**config.mk**
```make
export PLATFORM = sky130hd
export DESIGN_NAME = note_sequencer
export DESIGN_NICKNAME = d
export VERILOG_FILES = /design/src/rtl/music_pkg.sv /design/src/rtl/tone_gen.sv /design/src/rtl/note_sequencer.sv
export SDC_FILE = /design/constraint.sdc
export NUM_CORES = 1
export LEC_CHECK = 0
export CORE_MARGIN = 10
export CORE_UTILIZATION = 49
export CTS_BUF_LIST = sky130_fd_sc_hd__clkbuf_16
export DETAILED_ROUTE_END_ITERATION = 12
export GPL_TIMING_DRIVEN = 0
export PLACE_DENSITY = 0.79
export SETUP_SLACK_MARGIN = 0.02
export SLEW_MARGIN = 5
export SYNTH_ARGS = -nofsm -noshare
export SYNTH_HDL_FRONTEND = slang
export SYNTH_SLANG_ARGS = --single-unit
```
**constraint.sdc**
```tcl
create_clock -name clock -period 4 [get_ports clock]
set_input_delay 1.2 -clock clock [delete_from_list [all_inputs] [get_ports clock]]
set_output_delay 1.2 -clock clock [all_outputs]
set_load 0.02 [all_outputs]
```
**src/rtl/music_pkg.sv**
```systemverilog
// Shared music constants: tone half-period table, rest threshold and the
// sequencer FSM state encoding.
package music_pkg;

  localparam int unsigned NUM_TONES = 8;
  localparam int unsigned REST_CODE = 8;

  // Half-periods in 100 MHz clock cycles, do..do'.
  localparam logic [31:0] HALF_PERIOD_TABLE [NUM_TONES] = '{
    32'd305810, 32'd272479, 32'd242718, 32'd229042,
    32'd204081, 32'd181818, 32'd161969, 32'd152905
  };

  typedef enum logic {
    ST_IDLE = 1'b0,
    ST_PLAY = 1'b1
  } state_t;

  function automatic logic [31:0] tone_half_period(input logic [2:0] code,
                                                   input int unsigned shift);
    logic [31:0] hp;
    hp = HALF_PERIOD_TABLE[code] >> shift;
    return (hp == 32'd0) ? 32'd1 : hp;
  endfunction

endpackage

```
**src/rtl/tone_gen.sv**
```systemverilog
// Square-wave tone generator. Dropping enable clears the counter and phase, so
// the caller lowers it for one cycle to restart the wave at phase 0.
module tone_gen #(
  parameter int AUDIO_W = 12
) (
  input  logic               clock,
  input  logic               RST,
  input  logic [31:0]        half_period,
  input  logic               enable,
  input  logic [AUDIO_W-1:0] volume,
  output logic [AUDIO_W-1:0] sample
);

  logic [31:0]        cnt_q, cnt_n;
  logic               phase_q, phase_n;
  logic [AUDIO_W-1:0] sample_n;

  // NOTE: every signal gets a default at the top of always_comb so no path
  // leaves it unassigned, which would otherwise infer a latch.
  always_comb begin
    cnt_n   = '0;
    phase_n = 1'b0;
    if (enable) begin
      if (cnt_q + 32'd1 >= half_period) begin
        cnt_n   = '0;
        phase_n = ~phase_q;
      end else begin
        cnt_n   = cnt_q + 32'd1;
        phase_n = phase_q;
      end
    end
    sample_n = phase_n ? volume : '0;
  end

  // NOTE: sequential state uses non-blocking assignments so every register
  // samples pre-edge values, independent of statement order.
  always_ff @(posedge clock) begin
    if (RST) begin
      cnt_q   <= '0;
      phase_q <= 1'b0;
      sample  <= '0;
    end else begin
      cnt_q   <= cnt_n;
      phase_q <= phase_n;
      sample  <= sample_n;
    end
  end

endmodule

```
**src/rtl/note_sequencer.sv**
```systemverilog
// Step sequencer: walks a flattened pattern of tone codes at a programmable
// tempo and drives a square-wave tone generator.
module note_sequencer
  import music_pkg::*;
#(
  parameter int NUM_STEPS = 32,
  parameter int CODE_W    = 4,
  parameter int AUDIO_W   = 12,
  parameter int HP_SHIFT  = 0
) (
  input  logic                         clock,
  input  logic                         RST,
  input  logic                         start,
  input  logic                         stop,
  input  logic                         loop_en,
  input  logic [NUM_STEPS*CODE_W-1:0]  pattern,
  input  logic [31:0]                  tempo_ticks,
  input  logic [AUDIO_W-1:0]           volume,
  output logic [AUDIO_W-1:0]           audio_out,
  output logic [$clog2(NUM_STEPS)-1:0] step_idx,
  output logic [NUM_STEPS-1:0]         step_onehot,
  output logic                         playing,
  output logic                         done
);

  localparam int IDX_W = $clog2(NUM_STEPS);

  state_t            state_q, state_n;
  logic [IDX_W-1:0]  idx_n, idx_load;
  logic [CODE_W-1:0] code_q, code_n;
  logic [CODE_W-1:0] step_codes [NUM_STEPS];
  logic [31:0]       tick_q, tick_n, last_tick_q, last_tick_n;
  logic [31:0]       half_period;
  logic              done_n, load, is_rest, tone_en;

  always_comb begin
    for (int s = 0; s < NUM_STEPS; s++) begin
      step_codes[s] = pattern[(NUM_STEPS-1-s)*CODE_W +: CODE_W];
    end
  end

  assign is_rest     = 32'(code_q) >= REST_CODE;
  assign half_period = tone_half_period(3'(code_q), HP_SHIFT);

  // Stop beats start; start in PLAY restarts at step 0.
  always_comb begin
    state_n     = state_q;
    idx_n       = step_idx;
    code_n      = code_q;
    last_tick_n = last_tick_q;
    tick_n      = '0;
    done_n      = 1'b0;
    load        = 1'b0;
    idx_load    = '0;
    if (stop) begin
      state_n = ST_IDLE;
    end else if (start) begin
      state_n = ST_PLAY;
      load    = 1'b1;
    end else if (state_q == ST_PLAY) begin
      if (tick_q == last_tick_q) begin
        if (step_idx == IDX_W'(NUM_STEPS-1)) begin
          if (loop_en) begin
            load = 1'b1;
          end else begin
            state_n = ST_IDLE;
            done_n  = 1'b1;
          end
        end else begin
          load     = 1'b1;
          idx_load = step_idx + IDX_W'(1);
        end
      end else begin
        tick_n = tick_q + 32'd1;
      end
    end
    if (load) begin
      idx_n       = idx_load;
      code_n      = step_codes[idx_load];
      last_tick_n = (tempo_ticks == 32'd0) ? 32'd0 : tempo_ticks - 32'd1;
    end
  end

  // The tone runs only while the same tone step continues into the next cycle.
  assign tone_en = (state_n == ST_PLAY) && !load && !is_rest;

  always_ff @(posedge clock) begin
    if (RST) begin
      state_q     <= ST_IDLE;
      step_idx    <= '0;
      code_q      <= '0;
      tick_q      <= '0;
      last_tick_q <= '0;
      done        <= 1'b0;
    end else begin
      state_q     <= state_n;
      step_idx    <= idx_n;
      code_q      <= code_n;
      tick_q      <= tick_n;
      last_tick_q <= last_tick_n;
      done        <= done_n;
    end
  end

  assign playing = (state_q == ST_PLAY);

  always_comb begin
    for (int s = 0; s < NUM_STEPS; s++) begin
      step_onehot[NUM_STEPS-1-s] = playing && (step_idx == IDX_W'(s));
    end
  end

  tone_gen #(.AUDIO_W(AUDIO_W)) u_tone_gen (
    .clock       (clock),
    .RST         (RST),
    .half_period (half_period),
    .enable      (tone_en),
    .volume      (volume),
    .sample      (audio_out)
  );

endmodule

```
==> results summary <==
The post-route fraction of the period consumed by the critical path came out at 0.985. The area share of fa/ha/maj cells after synthesis is 0.0546. TritonCTS built the clock tree.

The area of the multi-input gates is 5660 sq um. The async set-reset flop share out of synthesis came out at 0. The tree is rooted in a clkbuf_16. The overall via count from detail_route is 8902. From left edge to right edge, the die measures 150 um.

The fmax is 254 MHz. Counting I/O delays and the setup requirement, the final critical path takes 3.94 ns. The slowest cell on the critical path is clkbuf_1. After detailed routing, the average wire length per cell comes to 19.1 um. The worst register-to-register path ends at code_q[2]$_SDFFE_PP0P_.

The startpoint identified for the worst hold timing path is last_tick_q[30]$_SDFFE_PP0P_. The share of cells above drive strength 1 is 0.0783. The core occupancy in the finished layout is 0.699. The count of yosys warnings during synthesis is 0.

For this design the static power due to leakage is 0.00442 uW. The worst reg-to-reg setup slack came out at 0.23 ns. For this run, the register share of the synthesized area comes to 0.291.

In the synthesized netlist the dominant register cell turns out to be dfxtp_1. The mean cell area of the mapped netlist is 7.76 sq um. The share of synthesized area in the top cell type comes to 0.291. The final number of setup-violating endpoints is 0. The transition time at the pin with the least slew margin came out at 1.06 ns. The number of enable flip-flop cells after synthesis is 0.

The remaining global-route overflow is 0. The first-pass detailed-route iteration total came out at 5. Summing all flip-flop and latch instances after layout gives 2400 sq um. Across the VDD grid, the largest voltage drop is 0.246 mV. On the worst path, the slowest cell contributes a delay of 0.53 ns. 228 I/O pins were placed. The worst register-to-register path begins at step_idx[0]$_SDFFE_PP0P_. The starting utilization of the core area came out at 0.499.

The required time at the worst-slack endpoint is 4.32 ns. By area, the combinational part of the netlist is dominated by simple AND/OR/NAND/NOR gates. The worst hold endpoint is last_tick_q[30]$_SDFFE_PP0P_. The weighted congestion at the end of routability-driven global placement came out at 0.975. Once layout is done, the placed cells without fillers occupy 11600 sq um. Compared with the post-synthesis result, the final layout area differs by 40.0%. The source-to-sink clock delay at the later pin of the worst-skew pair came out at 0.42 ns. By area the synthesized netlist is led by dfxtp_1 (29%), xor2_1 (8.1%), nor2_1 (7.4%). The number of levels in the clock H-tree is 4.

The fraction of synthesized cell area in xor and xnor cells came out at 0.119. The number of nets at the end of the flow came out at 1541. The initial antenna violation count is 0. The met1 track demand over resource came out at 0.319. The all-layer global routing usage came out at 0.255. The count of unique library cells instantiated by Yosys came out at 75.

The final antenna diode count is 0. The height of the die came out at 150 um. The total power is 3190 uW.

The complex-gate fraction of the synthesized area came out at 0.135. The largest area contributor in the synthesized netlist is dfxtp_1. The initial DRC count is 732.

The number of sinks handled by clock tree synthesis came out at 120. The max-slew violation total from the final report is 0. The synthesized instance count came out at 1063.

The die footprint came out at 22400 sq um. The clock transition at the register clock pins on the worst setup and hold paths after CTS is 0.06 ns. In this run the worst path has a maximum fanout of 10. Setup repair after global routing left no endpoint under its margin.

The cell area after synthesis is 8250 sq um. STA classifies the critical path startpoint as an input port. The element type at the critical path end is a register.

The global-route met3 utilization came out at 0.0589. The row count came out at 47. The total cell area at the placement stage came out at 10800 sq um. The number of clock buffers added by TritonCTS is 17. The number of instances on the worst hold path is 2. In this run the power density over the cells is 276 nW/um^2. The total half-perimeter wirelength after legalization and detailed placement came out at 23800 um. The path depth of the worst reg2reg path is 9. The signal on the critical path passes through clkdlybuf4s50_1, nor3_4, nand3_1, nor3_2, clkbuf_1, a31oi_1, a211oi_1, o211ai_1, a31o_2. The clock arrives with 0.0111 ns of skew. Using the TritonRoute via totals, the vias-per-cell ratio works out to 5.70. The met2 capacity usage during global routing is 0.437.

The placeable core region came out at 16500 sq um. The number of global-route vias before repair came out at 8562. The total count of hold-check failures in the final report is 0. Counting flops and latches in the post-synthesis netlist gives 120. Entering global routing, the biggest net connects 17 pins. The maximum root-to-sink buffer count came out at 2. The multiplexer share of the synthesized area is 0.0399. Port buffering added 226 buffers.

The max-cap violation count is 0. By startpoint and endpoint, the worst setup path is classified as in -> reg. The flow ran to the end, and the final reports show no timing, DRC or antenna violations. Measured against its own limit, the worst slew margin works out to 0.271. The simple-gate share of the synthesized area came out at 0.321. For this run, design rule violations remaining after detail routing come to 0. The detail route stage leaves a number of antenna-violating nets equal to 0. The first global-routing pass estimated 45400 um of wire. The data arrival time of the critical path is 4.25 ns.

The overall routed net length came out at 29800 um. nor2_1 is the most common cell in the netlist. Sorting the synthesized cells by how often they occur yields nor2_1 (162), dfxtp_1 (120), nand2_1 (109).

After filler insertion, the fill cell instance count of the layout stands at 1389. The path class of the tightest hold or removal check is reg -> reg. The busiest layer in global routing is met2.
==> timing repair <==
item / 4_1_cts / 5_1_grt
hold buffers: 0 / 0
pin swaps: 1 / 4
resized for setup: 8 / 20
endpoints found under the setup margin: 55 / 61
setup buffers: 2 / 7
==> report_power, final <==
group	total (uW)	internal [uW]	switching [uW]	leakage [uW]
clock	1460	902	562	0.000259
sequential	1250	1230	26.1	0.000977
combinational	473	256	217	0.00318
==> how the worst max path moves through the flow <==
| stage | from | endpoint | slack (ns) | depth (start not counted) |
|---|---|---|---|---|
| global route | stop | code_q[3]$_SDFFE_PP0P_ | 0.008 | 10 |
| global placement | stop | code_q[2]$_SDFFE_PP0P_ | -0.77 | 10 |
| CTS | stop | code_q[3]$_SDFFE_PP0P_ | 0.04 | 10 |
| detailed placement | stop | code_q[1]$_SDFFE_PP0P_ | -0.73 | 9 |
| floorplan | u_tone_gen.cnt_q[0]$_SDFF_PP0_ | u_tone_gen.sample[10]$_SDFF_PP0_ | 0.52 | 15 |
| finish | stop | code_q[1]$_SDFFE_PP0P_ | 0.06 | 9 |
==> critical path, delay by kind of cell <==
kind | cells | cell delay [ns]
buffers and inverters | 2 | 1.04
AND/OR/NAND/NOR | 3 | 0.99
AO/OA/AOI/OAI | 4 | 1.02
==> per-layer routing <==
layer  routed length, um  vias up
li1                    -     4308
met3                2340       53
met2               14600      378
met1               12200     4163
met5                   0        -
met4                 664        0
==> through the flow <==
| stage | std cells | setup TNS (ns) | hold slack (ns) | worst slack (ns) |
|---|---|---|---|---|
| after global placement | 1521 | -27.71 | 0.481 | -0.771 |
| after CTS | 1555 | 0 | 0.511 | 0.0396 |
| final | 1561 | 0 | 0.508 | 0.0611 |
| after detailed placement | 1521 | -30.11 | 0.499 | -0.731 |
| after floorplan | 1075 | 0 | 0.449 | 0.516 |
| after global routing | 1561 | 0 | 0.535 | 0.00791 |
==> layout make-up <==
type | instances | share of cell area
multi-input combinational | 874 | 0.490
inverter | 22 | 0.00715
clock inverter | 15 | 0.0118
sequential | 120 | 0.208
timing repair buffer | 235 | 0.202
clock buffer | 17 | 0.0368
buffer | 58 | 0.0211
tap | 220 | 0.0238
==> kinds of logic (layout without fill, tap and decap cells) <==
family,Yosys count,in the layout
muxes,31,31
other,1,13
and+or+nand+nor,522,522
xor gates and xnor gates,112,112
DFF,120,120
AOI/OAI and AO/OA,160,160
buffers and inverters,81,347
adders and majority gates,36,36
==> flip-flops by register name, indices dropped and copies added (netlist names) <==
name                cells
tick_q                 32
playing                 1
last_tick_q            32
code_q                  4
u_tone_gen.cnt_q       32
done                    1
u_tone_gen.sample      12
u_tone_gen.phase_q      1
step_idx                5
==> layout by cell type (no fill, tap or decap), drive strengths merged, types with 27 or more instances in the layout <==
cell,Yosys,layout
nand3,41,41
ha,36,36
xor2,76,76
nor3,63,63
clkbuf,49,65
nand2,110,110
a21oi,45,45
clkdlybuf4s50,0,226
nor2,162,162
xnor2,36,36
dfxtp,120,120
nor4,27,27
Note: power is estimated with default switching activity, not from simulation.
